===== src/rtl/usb_pkg.sv =====
// rtl/usb_pkg.sv - shared USB PID constants and the IN scheduler state type
//
// Purpose: PID encodings used by the token decoder, handshake receiver and
// packet transmitter, plus the state enum of usb_in_ep_sched.
// Ports:   none (package).

package usb_pkg;

  // Token PIDs
  localparam logic [3:0] PID_OUT   = 4'b0001;
  localparam logic [3:0] PID_IN    = 4'b1001;
  localparam logic [3:0] PID_SOF   = 4'b0101;
  localparam logic [3:0] PID_SETUP = 4'b1101;

  // Data PIDs
  localparam logic [3:0] PID_DATA0 = 4'b0011;
  localparam logic [3:0] PID_DATA1 = 4'b1011;

  // Handshake PIDs
  localparam logic [3:0] PID_ACK   = 4'b0010;
  localparam logic [3:0] PID_NAK   = 4'b1010;
  localparam logic [3:0] PID_STALL = 4'b1110;

  typedef enum logic [1:0] {
    ST_IDLE    = 2'd0,
    ST_TX_DATA = 2'd1,
    ST_WAIT_HS = 2'd2,
    ST_TX_HS   = 2'd3
  } in_sched_state_t;

endpackage


===== src/rtl/usb_in_ep_sched.sv =====
// rtl/usb_in_ep_sched.sv - IN transaction scheduler for the shared USB tx engine
//
// Purpose: on an IN token addressed to this device, answers with DATA0/DATA1,
// NAK or STALL through the packet transmitter, then waits for the host
// handshake to commit the endpoint buffer and flip its data toggle.
// Ports:
//   clk_48mhz, reset           clock, synchronous active-high reset
//   dev_addr                   current device address
//   token_valid/pid/addr/endp  decoded token (one-cycle pulse)
//   ep_in_ready/stall/len      per-endpoint status, sampled at token acceptance
//   hs_valid, hs_pid           received handshake (one-cycle pulse)
//   tx_pkt_end                 tx engine finished EOP (one-cycle pulse)
//   toggle_clear/set           per-endpoint toggle overrides
//   tx_pkt_start/pid/len       packet request to the tx engine
//   ep_sel                     endpoint whose buffer the tx engine reads
//   ep_commit                  one-cycle pulse, endpoint discards sent packet
//   data_toggle                current toggle per endpoint (0 = DATA0)
//   busy                       high whenever not idle

module usb_in_ep_sched
  import usb_pkg::*;
#(
  parameter int NUM_EP         = 4,
  parameter int TIMEOUT_CYCLES = 1536,
  parameter int LEN_W          = 7
) (
  input  logic                    clk_48mhz,
  input  logic                    reset,
  input  logic [6:0]              dev_addr,
  input  logic                    token_valid,
  input  logic [3:0]              token_pid,
  input  logic [6:0]              token_addr,
  input  logic [3:0]              token_endp,
  input  logic [NUM_EP-1:0]       ep_in_ready,
  input  logic [NUM_EP-1:0]       ep_in_stall,
  input  logic [NUM_EP*LEN_W-1:0] ep_in_len,
  input  logic                    hs_valid,
  input  logic [3:0]              hs_pid,
  input  logic                    tx_pkt_end,
  input  logic [NUM_EP-1:0]       toggle_clear,
  input  logic [NUM_EP-1:0]       toggle_set,
  output logic                    tx_pkt_start,
  output logic [3:0]              tx_pid,
  output logic [LEN_W-1:0]        tx_len,
  output logic [3:0]              ep_sel,
  output logic [NUM_EP-1:0]       ep_commit,
  output logic [NUM_EP-1:0]       data_toggle,
  output logic                    busy
);

  localparam int TIMER_W = (TIMEOUT_CYCLES > 1) ? $clog2(TIMEOUT_CYCLES) : 1;
  localparam logic [TIMER_W-1:0] TIMER_LAST = TIMER_W'(TIMEOUT_CYCLES - 1);

  in_sched_state_t     state, state_next;
  logic [TIMER_W-1:0]  timer, timer_next;
  logic                tx_pkt_start_next;
  logic [3:0]          tx_pid_next;
  logic [LEN_W-1:0]    tx_len_next;
  logic [3:0]          ep_sel_next;
  logic [NUM_EP-1:0]   ep_commit_next;
  logic [NUM_EP-1:0]   data_toggle_next;

  logic                token_hit;
  logic                ack_rx;
  logic                tok_stall;
  logic                tok_ready;
  logic                tok_toggle;
  logic [LEN_W-1:0]    tok_len;

  assign busy = (state != ST_IDLE);

  always_ff @(posedge clk_48mhz) begin
    if (reset) begin
      state        <= ST_IDLE;
      timer        <= '0;
      tx_pkt_start <= 1'b0;
      tx_pid       <= 4'b0000;
      tx_len       <= '0;
      ep_sel       <= 4'd0;
      ep_commit    <= '0;
      data_toggle  <= '0;
    end else begin
      state        <= state_next;
      timer        <= timer_next;
      tx_pkt_start <= tx_pkt_start_next;
      tx_pid       <= tx_pid_next;
      tx_len       <= tx_len_next;
      ep_sel       <= ep_sel_next;
      ep_commit    <= ep_commit_next;
      data_toggle  <= data_toggle_next;
    end
  end

  always_comb begin
    state_next        = state;
    timer_next        = timer;
    tx_pkt_start_next = 1'b0;
    tx_pid_next       = tx_pid;
    tx_len_next       = tx_len;
    ep_sel_next       = ep_sel;
    ep_commit_next    = '0;
    data_toggle_next  = data_toggle;
    ack_rx            = 1'b0;
    tok_stall         = 1'b0;
    tok_ready         = 1'b0;
    tok_toggle        = 1'b0;
    tok_len           = '0;

    // Mux out the addressed endpoint's status; a loop keeps the select
    // legal when token_endp can exceed NUM_EP-1.
    for (int i = 0; i < NUM_EP; i++) begin
      if (token_endp == 4'(i)) begin
        tok_stall  = ep_in_stall[i];
        tok_ready  = ep_in_ready[i];
        tok_toggle = data_toggle[i];
        tok_len    = ep_in_len[i*LEN_W +: LEN_W];
      end
    end

    token_hit = token_valid && (token_pid == PID_IN) && (token_addr == dev_addr) &&
                ({1'b0, token_endp} < 5'(NUM_EP));

    case (state)
      ST_IDLE: begin
        if (token_hit) begin
          ep_sel_next       = token_endp;
          tx_pkt_start_next = 1'b1;
          if (tok_stall) begin
            tx_pid_next = PID_STALL;
            tx_len_next = '0;
            state_next  = ST_TX_HS;
          end else if (tok_ready) begin
            tx_pid_next = tok_toggle ? PID_DATA1 : PID_DATA0;
            tx_len_next = tok_len;
            state_next  = ST_TX_DATA;
          end else begin
            tx_pid_next = PID_NAK;
            tx_len_next = '0;
            state_next  = ST_TX_HS;
          end
        end
      end

      ST_TX_DATA: begin
        if (tx_pkt_end) begin
          timer_next = '0;
          state_next = ST_WAIT_HS;
        end
      end

      ST_WAIT_HS: begin
        // A new token means the host gave up on this handshake; the packet
        // stays queued so the host's retry gets the same data PID.
        if (hs_valid) begin
          ack_rx     = (hs_pid == PID_ACK);
          state_next = ST_IDLE;
        end else if (token_valid || (timer == TIMER_LAST)) begin
          state_next = ST_IDLE;
        end else begin
          timer_next = timer + TIMER_W'(1);
        end
      end

      ST_TX_HS: begin
        if (tx_pkt_end) begin
          state_next = ST_IDLE;
        end
      end

      default: state_next = ST_IDLE;
    endcase

    // Toggle priority: clear, then set, then the ACK flip.
    for (int i = 0; i < NUM_EP; i++) begin
      ep_commit_next[i] = ack_rx && (ep_sel == 4'(i));
      if (toggle_clear[i]) begin
        data_toggle_next[i] = 1'b0;
      end else if (toggle_set[i]) begin
        data_toggle_next[i] = 1'b1;
      end else if (ep_commit_next[i]) begin
        data_toggle_next[i] = ~data_toggle[i];
      end
    end
  end

endmodule


===== config.mk =====
export PLATFORM = sky130hd
export DESIGN_NAME = usb_in_ep_sched
export DESIGN_NICKNAME = d
export VERILOG_FILES = /design/src/rtl/usb_pkg.sv /design/src/rtl/usb_in_ep_sched.sv
export SDC_FILE = /design/constraint.sdc
export NUM_CORES = 1
export LEC_CHECK = 0
export ABC_AREA = 1
export CAP_MARGIN = 30
export CORE_MARGIN = 4
export CORE_UTILIZATION = 27
export DETAILED_ROUTE_END_ITERATION = 6
export GPL_TIMING_DRIVEN = 0
export PLACE_DENSITY = 0.6
export SLEW_MARGIN = 30
export SYNTH_ARGS = -nofsm -noshare
export SYNTH_HDL_FRONTEND = slang
export SYNTH_SLANG_ARGS = --single-unit

===== constraint.sdc =====
create_clock -name clk_48mhz -period 1.9 [get_ports clk_48mhz]
set_input_delay 0.38 -clock clk_48mhz [delete_from_list [all_inputs] [get_ports clk_48mhz]]
set_output_delay 0.38 -clock clk_48mhz [all_outputs]
set_load 0.01 [all_outputs]

==> results of run 1 <==
## final cells by class
class / count / area share, %
tap: 105 / 3.73
timing repair buffer: 100 / 28.5
sequential: 37 / 21.1
inverter: 44 / 4.72
clock buffer: 5 / 1.95
clock inverter: 3 / 0.497
buffer: 12 / 1.99
multi-input combinational: 269 / 37.6
## metal layers
| metal | global-route usage, % | routed length (um) | share of wire (%) |
|---|---|---|---|
| met1 | 16.1 | 2960 | 40 |
| met4 | 2.31 | 80 | 1.1 |
| met2 | 26.9 | 3630 | 50 |
| met3 | 5.96 | 664 | 9.1 |
| met5 | 0 | 0 | 0 |
## worst register-to-register path: cells and delay by family (launching register included)
family | cells | cell delay (ns)
simple gates | 7 | 0.72
buf+inv | 1 | 0.17
flops | 1 | 0.38
compound gates | 1 | 0.13
fa+ha+maj | 1 | 0.23
## cells in the mapped netlist (3+ instances only)
master / instances / area (um2)
inv_1: 41 / 154
dfxtp_1: 37 / 741
nor2_2: 4 / 25.0
o21ai_0: 6 / 30.0
buf_2: 5 / 25.0
a21oi_1: 22 / 110
nand3_1: 69 / 345
nand2_2: 3 / 18.8
nor3_1: 3 / 15.0
nand4_1: 17 / 106
xnor2_1: 7 / 61.3
nor2_4: 3 / 33.8
clkbuf_1: 6 / 22.5
nor2_1: 57 / 214
nand2_1: 66 / 248
## path summary, 6_finish.rpt
kind / from / to / depth (start not counted)
worst max-delay path: state[0] / busy / 3
worst min register to register: tx_pid[1] / tx_pid[1] / 1
worst min-delay path: tx_pid[1] / tx_pid[1] / 1
worst max register to register: timer[0] / timer[5] / 10
## stage by stage
step / total power [mW] / std cells
floorplan: 0.894 / 362
global placement: 1.09 / 566
detailed placement: 1.09 / 566
CTS: 1.64 / 574
global route: 1.70 / 575
finish: 1.62 / 575
## logic make-up (layout without fill, tap and decap cells)
kind of cell / Yosys count / after routing / share of synthesized area [%]
xor gates and xnor gates: 8 / 8 / 3.09
buffers and inverters: 56 / 164 / 9.78
AOI/OAI and AO/OA: 33 / 33 / 7.85
and+or+nand+nor: 227 / 227 / 46.0
adders and majority gates: 1 / 1 / 0.552
DFF: 37 / 37 / 32.7
## power groups by stage
stage          Combinational [mW]  Sequential (mW)  Clock (mW)
2_1_floorplan              0.0917            0.802           0
3_3_place_gp                0.286            0.803           0
3_5_place_dp                0.289            0.803           0
4_1_cts                     0.292            0.785       0.560
5_1_grt                     0.316            0.785       0.601
6_report                    0.292            0.785       0.540
## state kept, by name, summed over array words and instances (netlist names)
name / count
timer: 11
tx_len: 7
data_toggle: 4
ep_commit: 4
ep_sel: 4
tx_pid: 4
state: 2
tx_pkt_start: 1
## what timing repair did
action                     CTS  global route
setup buffers                0             1
gates cloned                 0             0
hold buffers                 0             0
resized for setup            2            17
setup endpoints to repair    6            22
hold endpoints to repair     0             0
pin swaps                    0             1
==> run metrics, run 1 <==
crit path launch type flop; clock tree buffer depth 2; Rows 33; clk_lat worst skew ~0.29 ns; setup slack, reg-to-reg roughly 0.20 ns; final setup vio count 0; Synth cell types 29; Final Util around 43%; Final Critical Period roughly 1.8 ns; Avg Inst Size Synth 6.26 um2; top_reg_cell synth dfxtp_1; critical path peak fanout 4; max-cap viol count 0; Post-route DRC 0; Vias per Instance 4.62; pre-CTS setup slack -0.349 ns; delay-heaviest family, CP buffers and inverters; outcome complete, no violations; CTS tree built; Synthesized Nets ~440; P_leak 1.38 nW; # diodes 0; Mapped Cells 362; first-pass GRT wire length around 12 mm; vias in the first global route roughly 2,600; DIE HEIGHT roughly 100 um; NumNets Final approximately 550; final instance area approximately 3500 um2; Crit. End Element output port; Psw 0.405 mW; Reg area approximately 740 um2; Clock Power Share roughly a third; Starting Density ~28%; crit path DAT 1.41 ns; clock transition at the registers of the reported paths 0.07 ns; synthesis-to-layout area growth 55.6%; Worst Slack Setup Final around 0.11 ns; setup TNS 0 ns; I/O Buffers roughly 100; number of synthesized flops with an enable pin 0; period utilization between 90% and 100%; largest net degree at the start of global routing 13; Core ar. about 8200 um2; Max-slew headroom between 60% and 70%; Worst Skew 0.00535 ns; Worst Tran Pin Value 0.551 ns; IO Pins 100; Worst path slowest cell clkdlybuf4s50_1; switching portion of total power between 20% and 30%; delay of the slowest critical-path stage just under 0.5 ns; Synth Cell Area ~2300 um2; most frequent cells in the layout clkdlybuf4s50_1 (97), nand3_1 (69), nand2_1 (66); CTS Buf Count 5; CTS Sinks 37; total track usage about 15%; crit path kind reg2out; Crit path required time between 1.5 and 2 ns; layout cells sized above 1 under 10%; initial antenna violation count 0; worst min path class reg2reg; fill cell count approximately 860; sequential area share after synthesis about a third; Final Hold Fails 0; DP HPWL between 5 and 6 mm; Antenna Nets Post-Route 0; YS warnings 0; VDD IR max around 0.20 mV; Die ar. ~10000 um2; crit path buf inv count 2; commonest non-fill, non-tap cell in the layout clkdlybuf4s50_1; Overflow after GRT 0; Routed WL per cell roughly 13 um; vias post-DR 2,657; multi-input logic area around 1300 um2; root buf cell clkbuf_8; DP Area between 3000 and 4000 um2; DRT Wirelength 7.33 mm; internal power roughly 1.2 mW; worst hold margin approximately 0.47 ns; P per Cell Area about 460 nW/um2; die width roughly 100 um; flops & latches, synth 37; routability cong. between 0.8 and 0.9; DRT iter0 DRCs a little over 90; Seq pwr share between 40% and 50%; fmax 0.559 GHz; H-tree depth 2; Async S/R FF share, synth 0%; max-slew violations 0; logic gate share of total power roughly 18%; crit path cell chain nor2_2, inv_1, clkdlybuf4s50_1; drt pass-1 iters 4
Note: power is estimated with default switching activity, not from simulation.
==> inputs of run 2 (changes only) <==
--- a/config.mk
+++ b/config.mk
@@ -6,9 +6,9 @@
 export NUM_CORES = 1
 export LEC_CHECK = 0
 export ABC_AREA = 1
-export CAP_MARGIN = 30
 export CORE_MARGIN = 4
 export CORE_UTILIZATION = 27
+export CTS_BUF_LIST = sky130_fd_sc_hd__clkbuf_8
 export DETAILED_ROUTE_END_ITERATION = 6
 export GPL_TIMING_DRIVEN = 0
 export PLACE_DENSITY = 0.6
==> constraint.sdc (replaced) <==
create_clock -name clk_48mhz -period 2.2 [get_ports clk_48mhz]
set_input_delay 0.44 -clock clk_48mhz [delete_from_list [all_inputs] [get_ports clk_48mhz]]
set_output_delay 0.44 -clock clk_48mhz [all_outputs]
set_load 0.01 [all_outputs]
==> run 2 against run 1 <==
  * Total power shrank 14%
  * Clock skew shrank 0.00079 ns
  * Combinational power shrank 15%
  * Largest power group unchanged
==> run metrics, run 2 (synthesis results as in run 1) <==
outcome complete, no violations; most frequent cells in the layout clkdlybuf4s50_1 (99), nand3_1 (69), nand2_1 (66); Vias per Instance 4.65 (+0.66%); Final Hold Fails 0 (unchanged); largest registers timer: 11 flops, tx_len: 7 flops; crit path cell chain clkdlybuf4s50_1, nor2_2, nand3_1, nand3_1, nand2_1, clkinv_2, nand3_1, nor2_1, nor2_1, nor2_1; synthesis-to-layout area growth 53.4%; worst hold margin 0.475 ns (-0.0000160 ns); max FFs per register 11 (unchanged); CTS Sinks 37 (unchanged); VDD IR max 0.169 mV (-14%); Max-slew headroom 63.0% (-0.25 points); clk_lat worst skew 0.29 ns (about the same); worst flop-to-flop path endpoint timer[5]; CTS tree built; DRT Wirelength 7.31 mm (-0.34%); vias in the first global route 2,584 (+0.039%); Post-CTS Resized 0 (-2); critical path peak fanout 10 (+6); die width 99.6 um (unchanged); max-cap viol count 0 (unchanged); layout cells sized above 1 6.18% (-1.5 points); DP Area 3390 um2 (unchanged); Core ar. 8180 um2 (unchanged); fmax just under 0.5 GHz; Final Critical Period 2.01 ns; Die ar. 9920 um2 (unchanged); drt pass-1 iters 4 (unchanged); crit path launch type input port; delay-heaviest family, CP simple AND/OR/NAND/NOR gates; IO Pins 100 (unchanged); Worst Tran Pin Value 0.555 ns (+0.00370 ns); P_leak 1.35 nW (-2.0%); Worst Slack Setup Final 0.188 ns (+0.0769 ns); worst-case hold path end point tx_pid[1]; DRT iter0 DRCs 79 (-13%); delay of the slowest critical-path stage 0.55 ns (+0.06 ns); crit path kind in2reg; Hold Crit Depth 1 (unchanged); Crit path required time 2.43 ns (+0.91 ns); Worst path slowest cell clkdlybuf4s50_1; Crit. End Element flop; # diodes 0 (unchanged); commonest non-fill, non-tap cell in the layout clkdlybuf4s50_1; Overflow after GRT 0 (unchanged); pre-CTS setup slack -0.109 ns (+0.240 ns); hold wc startpoint tx_pid[1]; NumNets Final 544 (-0.18%); largest net degree at the start of global routing 13 (unchanged); max-slew violations 0 (unchanged); Inst Count DP 566 (unchanged); final setup vio count 0 (unchanged); Worst Skew 0.00456 ns (-0.000791 ns); root buf cell clkbuf_8; vias post-DR 2,670 (+0.49%); path depth of the worst reg2reg path 10 (unchanged); RSZ-0062 raised after global routing no; Rows 33 (unchanged); final instance area 3470 um2 (-1.5%); period utilization 91.4%; first-pass GRT wire length 11.8 mm (unchanged); I/O Buffers 99 (unchanged); DP HPWL 5.93 mm (unchanged); DIE HEIGHT 99.6 um (unchanged); Final Util 42.5% (-0.63 points); hold-fix buffers at CTS 0 (unchanged); Post-route DRC 0 (unchanged); total track usage 14.7% (about the same); setup slack, reg-to-reg 0.37 ns (+0.17 ns); Top reg by flops timer; P per Cell Area 400 nW/um2 (-13%); Finished Layout Cells 574 (-0.17%); initial antenna violation count 0 (unchanged); clock transition at the registers of the reported paths 0.08 ns (about the same); H-tree depth 2 (unchanged); reg-to-reg startpoint timer[0]; worst min path class reg2reg; Starting Density 27.7% (unchanged); routability cong. 0.814 (unchanged); crit path buf inv count 2 (unchanged); CTS Buf Count 5 (unchanged); postcts setup bufs 0 (unchanged); crit path DAT 2.24 ns (+0.83 ns); clock tree buffer depth 2 (unchanged); Routed WL per cell 12.7 um (-0.17%); Antenna Nets Post-Route 0 (unchanged)
[run 2: final cells by class]
class / instances / area (um2)
clock buffers: 5 / 68.8
repair buffers: 99 / 991
inverters: 44 / 166
clock inverters: 3 / 17.5
well taps: 105 / 131
flip-flops and latches: 37 / 741
fillers: 863 / 4700
multi-input cells: 269 / 1300
plain buffers: 12 / 55.1
[run 2: per-stage QoR]
stage | setup TNS, ns | power (mW)
floorplan | 0 | 0.772
global placement | -0.282 | 0.940
detailed placement | -0.701 | 0.943
CTS | 0 | 1.41
global route | 0 | 1.47
finish | 0 | 1.39
[run 2: where the power goes]
part | total, mW | internal [mW] | switching [mW]
Sequential | 0.678 | 0.673 | 0.00480
Clock | 0.464 | 0.219 | 0.246
Combinational | 0.248 | 0.153 | 0.0948
[run 2: worst max path at each step]
stage	from	end	slack, ns	cells after the start
4_1_cts	token_endp[1]	tx_len[5]	0.20	10
2_1_floorplan	token_endp[2]	tx_len[2]	0.70	11
3_3_place_gp	token_endp[1]	tx_pid[3]	-0.05	9
6_report	token_endp[1]	tx_len[5]	0.19	10
3_5_place_dp	token_endp[1]	tx_len[5]	-0.11	10
5_1_grt	token_endp[1]	tx_len[4]	0.02	10
[run 2: per-layer routing]
layer / up-vias / share of wire, % / track usage (%)
met4: 0 / 1.1 / 2.31
met2: 91 / 49 / 27.0
met3: 9 / 9.2 / 5.96
met1: 1171 / 40 / 16.1
met5: - / 0 / 0
li1: 1399 / - / -
==> inputs of run 3 (changes only) <==
--- a/config.mk
+++ b/config.mk
@@ -9,9 +9,11 @@
 export CORE_MARGIN = 4
 export CORE_UTILIZATION = 27
 export CTS_BUF_LIST = sky130_fd_sc_hd__clkbuf_8
+export CTS_CLUSTER_SIZE = 10
 export DETAILED_ROUTE_END_ITERATION = 6
 export GPL_TIMING_DRIVEN = 0
 export PLACE_DENSITY = 0.6
+export REMOVE_ABC_BUFFERS = 1
 export SLEW_MARGIN = 30
 export SYNTH_ARGS = -nofsm -noshare
 export SYNTH_HDL_FRONTEND = slang
==> run 3 against run 2 <==
  * Register-to-register slack got worse by 0.02 ns
  * Critical endpoint is now tx_pid[3]
  * Clock power down 4.3%
  * Design area is 1.5% lower
  * Critical path depth is 1 higher
  * Wire length decreased by 1.5%
  * Cell count decreased by 2.3%
  * Sequential cell count did not move
==> run metrics, run 3 (synthesis results as in run 1) <==
outcome complete, no violations; postcts setup bufs 0 (unchanged); Starting Density 27.7% (unchanged); Max-slew headroom 54.9% (-8.1 points); Post-route DRC 0 (unchanged); Final Critical Period 2.01 ns (-0.00334 ns); clk_lat worst skew 0.29 ns (about the same); DRT iter0 DRCs 65 (-18%); max-slew violations 0 (unchanged); vias post-DR 2,608 (-2.3%); worst min path class reg2reg; P per Cell Area 399 nW/um2 (-0.19%); Crit. End Element flop; hold wc startpoint tx_pid[2]; clock transition at the registers of the reported paths 0.07 ns (about the same); # diodes 0 (unchanged); I/O Buffers 99 (unchanged); crit path DAT 2.20 ns (-0.04 ns); Final Hold Fails 0 (unchanged); DRT Wirelength 7.19 mm (-1.5%); DP HPWL 5.63 mm (-4.9%); commonest non-fill, non-tap cell in the layout clkdlybuf4s50_1; die width 99.6 um (unchanged); fill cell count 888 (+2.9%); initial antenna violation count 0 (unchanged); largest registers timer: 11 flops, tx_len: 7 flops; Worst Skew 0.00297 ns (-0.00159 ns); CTS Sinks 37 (unchanged); Crit path required time 2.39 ns (-0.04 ns); vias in the first global route 2,536 (-1.9%); Overflow after GRT 0 (unchanged); largest net degree at the start of global routing 39 (+26); crit path kind in2reg; most frequent cells in the layout clkdlybuf4s50_1 (98), nand3_1 (69), nand2_1 (66); max FFs per register 11 (unchanged); H-tree depth 2 (unchanged); RSZ-0062 raised after global routing no; reg-to-reg startpoint timer[0]; NumNets Final 533 (-2.0%); IO Pins 100 (unchanged); layout cells sized above 1 5.48% (-0.70 points); max-cap viol count 0 (unchanged); VDD IR max 0.179 mV (+5.6%); multi-input logic area 1320 um2 (+1.6%); critical path peak fanout 25 (+15); Routed WL per cell 12.8 um (+0.73%); Reg area 741 um2 (unchanged); hold-fix buffers at CTS 0 (unchanged); Design Power 1.37 mW (-1.7%); Rows 33 (unchanged); drt pass-1 iters 4 (unchanged); Core ar. 8180 um2 (unchanged); Final Util 41.9% (-0.63 points); Vias per Instance 4.65 (about the same); Worst Tran Pin Value 0.676 ns (+0.121 ns); CTS Buf Count 5 (unchanged); DP Area 3330 um2 (-1.6%); first-pass GRT wire length 11.7 mm (-0.59%); CTS tree built; synthesis-to-layout area growth 51.1%; clock tree buffer depth 2 (unchanged); Antenna Nets Post-Route 0 (unchanged); setup TNS 0 ns (unchanged); root buf cell clkbuf_8; Die ar. 9920 um2 (unchanged); DIE HEIGHT 99.6 um (unchanged); routability cong. 0.849 (+4.4%); fmax 0.498 GHz (+0.17%); crit path launch type input port; Top reg by flops timer; period utilization 91.3% (-0.15 points); worst hold margin 0.466 ns (-0.00931 ns); final setup vio count 0 (unchanged); final instance area 3420 um2 (-1.5%); total track usage 14.6% (-0.12 points); P_leak 1.31 nW (-2.9%); Critical Path Start token_endp[2]
-- run 3: cell types whose count changed in the layout (fill, tap and decap cells not counted), sizes merged --
cell / previous run / this run
clkinvlp: 1 / 0
nor2: 64 / 65
clkdlybuf4s50: 99 / 98
clkinv: 4 / 3
clkbuf: 11 / 5
buf: 6 / 1
-- run 3: worst paths after layout --
check,to,slack [ns],depth (start not counted)
hold / removal,tx_pid[2],0.47,2
hold reg to reg,tx_pid[2],0.47,2
setup / recovery,tx_pid[3],0.19,11
setup reg to reg,timer[3],0.35,9
-- run 3: final cells by class --
type                       count  share of cell area (%)
clock buffer                   5                    2.01
clock inverter                 1                   0.146
inverter                      44                    4.86
multi-input combinational    270                    38.7
sequential                    37                    21.6
tap                          105                    3.84
timing repair buffer          99                    28.8
-- run 3: power breakdown --
part           total [mW]  internal (mW)  switching (mW)
sequential          0.677          0.673         0.00416
combinational       0.246          0.150          0.0962
clock               0.444          0.209           0.235
-- run 3: timing repair --
action	in CTS	in global routing
endpoints found under the hold margin	0	0
setup endpoints to repair	0	11
gates resized for setup	0	2
-- run 3: per-stage QoR --
step	worst slack, ns	instances
3_3_place_gp	-1.08	554
4_1_cts	0.0534	560
2_1_floorplan	-0.218	350
6_report	0.192	561
5_1_grt	0.00919	561
3_5_place_dp	-0.253	554
-- run 3: worst max-delay path, stage by stage --
cell and delay, ns:
clkdlybuf4s50_1 0.53, inv_1 0.09, nand2_1 0.08, nor2_1 0.10, nand3_1 0.08, nor2_1 0.21, nand3_4 0.29, inv_2 0.18
nand3_1 0.08, nand2_1 0.07, inv_1 0.04
-- run 3: metal layers --
metal | wire length, um | part of all wire [%] | vias up | global-route usage (%)
met5 | 0 | 0 | - | 0
met2 | 3470 | 48 | 66 | 24.9
li1 | - | - | 1370 | -
met3 | 612 | 8.5 | 8 | 5.68
met1 | 2980 | 41 | 1164 | 16.4
met4 | 133 | 1.8 | 0 | 5.36
==> edit 1, RTL diff (settings of run 1) <==
The parameter `LEN_W` goes from 7 to 14.
--- a/src/rtl/usb_in_ep_sched.sv
+++ b/src/rtl/usb_in_ep_sched.sv
@@ -23,5 +23,5 @@
   parameter int NUM_EP         = 4,
   parameter int TIMEOUT_CYCLES = 1536,
-  parameter int LEN_W          = 7
+  parameter int LEN_W          = 14
 ) (
   input  logic                    clk_48mhz,
Ports: changed (resized ep_in_len and tx_len); port bits go from 100 to 135. No check against the original RTL was run, so the function may have changed too.
==> edit 1 against run 1 <==
  * Sequential cell count rose by 7
  * Sequential share of layout area shrank 1.6 points
  * Critical path type unchanged
  * Design area grew 29%
  * Total power is 18% higher
  * Clock skew decreased by 0.0029 ns
  * Global-route usage is 0.22 points lower
  * Area after synthesis is 24% higher
  * Worst setup slack got worse by 0.019 ns
  * Largest cell class unchanged
  * Routed wire length grew 25%
  * Via count grew 22%
==> edit 1: results (changes against run 1) <==
.. list-table::
   :header-rows: 1

   * - Metric
     - Value
   * - Fraction of final layout cells with drive strength greater than 1
     - 12.3% (was 7.66%)
   * - Highest ir drop seen on vdd
     - 0.244 mV (was 0.196 mV)
   * - Router iterations before antenna repair
     - 5 (was 4)
   * - Average cell area after synthesis
     - 6.50 sq um (was 6.26 sq um)
   * - Crit path largest cell delay
     - 0.56 ns (was 0.49 ns)
   * - Routed wl met2
     - 4610 microns (was 3630 microns)
   * - Mapped Nets
     - 537 (was 438)
   * - Top post-synthesis cells by area
     - dfxtp_1, nand2_1, nor2_1 (was dfxtp_1, nand3_1, nand2_1)
   * - Sw Ratio
     - 24.3% (was 25.0%)
   * - Routed wire length per instance
     - 12.7 microns (was 12.8 microns)
   * - Length of routed wiring on met1
     - 3880 microns (was 2960 microns)
   * - Vias
     - 3234 (was 2657)
   * - Worst-margin pin slew
     - 0.539 ns (was 0.551 ns)
   * - Placed wire-length estimate
     - 7350 microns (was 5930 microns)
   * - Global-route wire length before repair
     - 13900 microns (was 11800 microns)
   * - Last weighted congestion value of the routability-driven placer
     - 0.864 (was 0.814)
   * - Most used standard cells in the synthesized netlist
     - nand2_1, nor2_1, dfxtp_1 (was nand3_1, nand2_1, nor2_1)
   * - Vias per std cell
     - 4.50 (was 4.62)
   * - Maximum clock skew at final layout
     - 0.00249 ns (was 0.00535 ns)
   * - DRC marker count from the first detailed-route iteration
     - 121 (was 91)
   * - Number of buffers inserted by port buffering
     - 133 (was 99)
   * - Detail Route met3 WL
     - 572 microns (was 664 microns)
   * - Run status
     - finished clean (unchanged)
   * - Number of global-route vias before repair
     - 3006 (was 2583)
   * - Registers with the most flip-flops
     - tx_len: 14 flops, timer: 11 flops (was timer: 11 flops, tx_len: 7 flops)
   * - Largest fanout on the critical path
     - 6 (was 4)
edit 1: changes by cell type in the layout (fill, tap and decap cells not counted), sizes merged, moves of 7 or more:
cell | run 1 | this run
nand2 | 69 | 155
clkdlybuf4s50 | 97 | 130
nand3 | 70 | 38
buf | 3 | 18
a21oi | 22 | 33
dfxtp | 37 | 44
nor2 | 64 | 57
edit 1: metal layers:
layer  up-vias  GRT usage, %
met4         0          3.08
li1       1679             -
met3        10          3.20
met5         -             0
met2        93          26.3
met1      1452          17.4
edit 1: worst max-delay path, delay by kind of cell, from the launching register on:
kind	cells	cell delay (ns)
buffers and inverters	2	0.64
AND/OR/NAND/NOR	1	0.08
flip-flops	1	0.42
edit 1: power by group through the flow:
stage | registers [W] | logic (W) | clock network (W)
2_1_floorplan | 0.000952 | 0.000135 | 0
3_3_place_gp | 0.000953 | 0.000395 | 0
3_5_place_dp | 0.000953 | 0.000397 | 0
4_1_cts | 0.000931 | 0.000399 | 0.000573
5_1_grt | 0.000931 | 0.000463 | 0.000608
6_report | 0.000931 | 0.000427 | 0.000547
edit 1: worst paths after layout:
path | from | end | slack, ns | cells past startpoint
worst max-delay path | state[0] | busy | 0.09 | 3
worst min register to register | tx_len[4] | tx_len[4] | 0.47 | 2
worst max register to register | state[1] | timer[9] | 0.22 | 10
worst min-delay path | token_endp[1] | ep_sel[1] | 0.39 | 3
edit 1: final cells by class:
cell class | instances | area [sq um]
well taps | 136 | 170
clock buffers | 6 | 72.6
clock inverters | 1 | 5.00
inverters | 42 | 158
fillers | 1056 | 5700
multi-input cells | 333 | 1700
flip-flops and latches | 44 | 882
plain buffers | 15 | 111
repair buffers | 142 | 1440
edit 1: logic make-up after synthesis:
group	share of synthesized area [%]
xor gates and xnor gates	4.04
and+or+nand+nor	45.4
AOI/OAI and AO/OA	9.64
adders and majority gates	0.444
buffers and inverters	9.24
DFF	31.3
edit 1: timing repair:
| action | 4_1_cts | 5_1_grt |
|---|---|---|
| cloned | 0 | 2 |
| setup buffers | 0 | 8 |
| pin swaps | 0 | 5 |
| gates resized for setup | 2 | 13 |
| setup endpoints to repair | 1 | 24 |
edit 1: metrics by stage:
step | total power, W | cell area [sq um] | worst slack (ns)
2_1_floorplan | 0.00109 | 2820 | 0.407
3_3_place_gp | 0.00135 | 4320 | -0.239
3_5_place_dp | 0.00135 | 4320 | -0.257
4_1_cts | 0.00190 | 4400 | 0.0195
5_1_grt | 0.00200 | 4530 | 0.0272
6_report | 0.00190 | 4530 | 0.0927
==> edit 2, RTL diff (flow settings as in run 1) <==
Made on the original files. Reset style: asynchronous (`reset`), changed in one clocked block. Comments in the files are not updated.
--- a/src/rtl/usb_in_ep_sched.sv
+++ b/src/rtl/usb_in_ep_sched.sv
@@ -70,5 +70,5 @@
   assign busy = (state != ST_IDLE);
 
-  always_ff @(posedge clk_48mhz) begin
+  always_ff @(posedge clk_48mhz or posedge reset) begin
     if (reset) begin
       state        <= ST_IDLE;
Function: differs if reset is asserted again (counterexample within 4 cycles, from zero or initial values and one cycle with reset high); with reset held inactive, the same outputs for 10 cycles.
==> edit 2 against run 1 <==
  * Design area is 5.6% higher
  * Sequential cell count stayed put
  * Sequential share of layout area is 3.9 points higher
  * Routed wire length is 5.5% lower
  * Total power is 25% higher
  * Worst setup slack worse by 0.031 ns
  * Area after synthesis is 8.2% higher
  * Clock skew is 0.0032 ns higher
==> edit 2: results (changes against run 1) <==
.. list-table::
   :header-rows: 1

   * - Metric
     - Value
   * - Run status
     - finished clean (unchanged)
   * - Synth Warn #
     - 0 (unchanged)
   * - Vias per std cell
     - 4.44 (was 4.62)
   * - Post-DP Area
     - 0.00360 sq mm (was 0.00339 sq mm)
   * - Leakage component of the power
     - 1.77 nW (was 1.38 nW)
   * - Final-layout fill cell count
     - 937 (was 856)
   * - Global-route wire length before repair
     - 11300 microns (was 11800 microns)
   * - Placed wire-length estimate
     - 5780 microns (was 5930 microns)
   * - Maximum number of pins on one net before global-route repair
     - 20 (was 13)
   * - Remaining routing DRC violations
     - 0 (unchanged)
   * - Number of global-route vias before repair
     - 2523 (was 2583)
   * - Mapped Nets
     - 448 (was 438)
   * - Min Clock Period, post-route
     - 1.82 ns (was 1.79 ns)
   * - Number of buffers inserted by port buffering
     - 99 (unchanged)
   * - Sequential Area
     - 927 sq um (was 742 sq um)
   * - Maximum clock skew at final layout
     - 0.00851 ns (was 0.00535 ns)
   * - Top post-synthesis cells by area
     - dfrtp_1, nand2_1, nand3_1 (was dfxtp_1, nand3_1, nand2_1)
   * - Sequential-to-total area share from yosys stat
     - 37.8% (was 32.7%)
   * - Crit Reg-Reg Endpoint
     - timer[5] (unchanged)
   * - Final #Nets
     - 556 (was 545)
   * - Distinct cell type count of the synthesized netlist
     - 33 (was 29)
   * - Number of standard cells after synthesis
     - 372 (was 362)
   * - Minimum setup slack after placement
     - -0.262 ns (was -0.349 ns)
   * - Arrival time of data at the critical path endpoint
     - 1.44 ns (was 1.41 ns)
   * - Vias
     - 2615 (was 2657)
   * - Most used standard cells in the synthesized netlist
     - nand2_1, inv_1, nand3_1 (was nand3_1, nand2_1, nor2_1)
   * - Crit path largest cell delay
     - 0.56 ns (was 0.49 ns)
   * - Inst Count DP
     - 580 (was 566)
   * - Fraction of final layout cells with drive strength greater than 1
     - 8.11% (was 7.66%)
   * - Final hold slack
     - 0.414 ns (was 0.475 ns)
   * - Start point of the critical path
     - state[0] (unchanged)
   * - Final wirelength
     - 6930 microns (was 7330 microns)
   * - Last weighted congestion value of the routability-driven placer
     - 0.806 (was 0.814)
   * - DRC marker count from the first detailed-route iteration
     - 85 (was 91)
   * - Tot GR Track Use
     - 13.3% (was 14.7%)
   * - Highest ir drop seen on vdd
     - 0.273 mV (was 0.196 mV)
   * - Post-synth ARST share
     - 100% (was 0%)
   * - FF-to-FF Start
     - timer[0] (unchanged)
[edit 2: cell count changes after synthesis, sizes merged, moves of 3 or more]
cell | before | now
nor2 | 64 | 44
dfxtp | 37 | 0
xnor2 | 7 | 1
inv | 42 | 55
xor2 | 1 | 4
o21ai | 6 | 12
clkbuf | 6 | 0
nand3 | 70 | 46
nand4 | 17 | 8
nand2 | 69 | 130
a21oi | 22 | 8
nand3b | 1 | 4
dfrtp | 0 | 37
[edit 2: per-layer routing]
layer | vias up | share of wire [%] | GRT usage [%]
li1 | 1384 | - | -
met1 | 1154 | 46 | 17.6
met2 | 72 | 47 | 22.3
met3 | 5 | 6.0 | 3.02
met4 | 0 | 0.71 | 2.39
met5 | - | 0 | 0
[edit 2: logic make-up after synthesis]
| family | share of synthesized area (%) |
|---|---|
| DFF | 37.8 |
| adders and majority gates | 0.510 |
| xor gates and xnor gates | 1.79 |
| AOI/OAI and AO/OA | 5.67 |
| buffers and inverters | 9.85 |
| and+or+nand+nor | 44.4 |
[edit 2: repair_timing]
action / 4_1_cts / 5_1_grt
pin swaps: 1 / 0
hold endpoints to repair: 0 / 0
endpoints found under the setup margin: 1 / 10
buffers inserted: 1 / 0
resized for setup: 2 / 3
[edit 2: report_power, final]
group	switching [W]	internal (W)	leakage [nW]
clock network	0.000300	0.000257	0.0364
registers	0.0000719	0.000854	0.501
logic	0.000263	0.000280	1.23
[edit 2: final cells by class]
cell class,instances,area share (%)
flip-flops and latches,37,24.9
plain buffers,4,0.941
inverters,55,5.55
multi-input cells,276,35.0
clock inverters,3,0.605
well taps,108,3.63
repair buffers,101,27.6
clock buffers,5,1.85
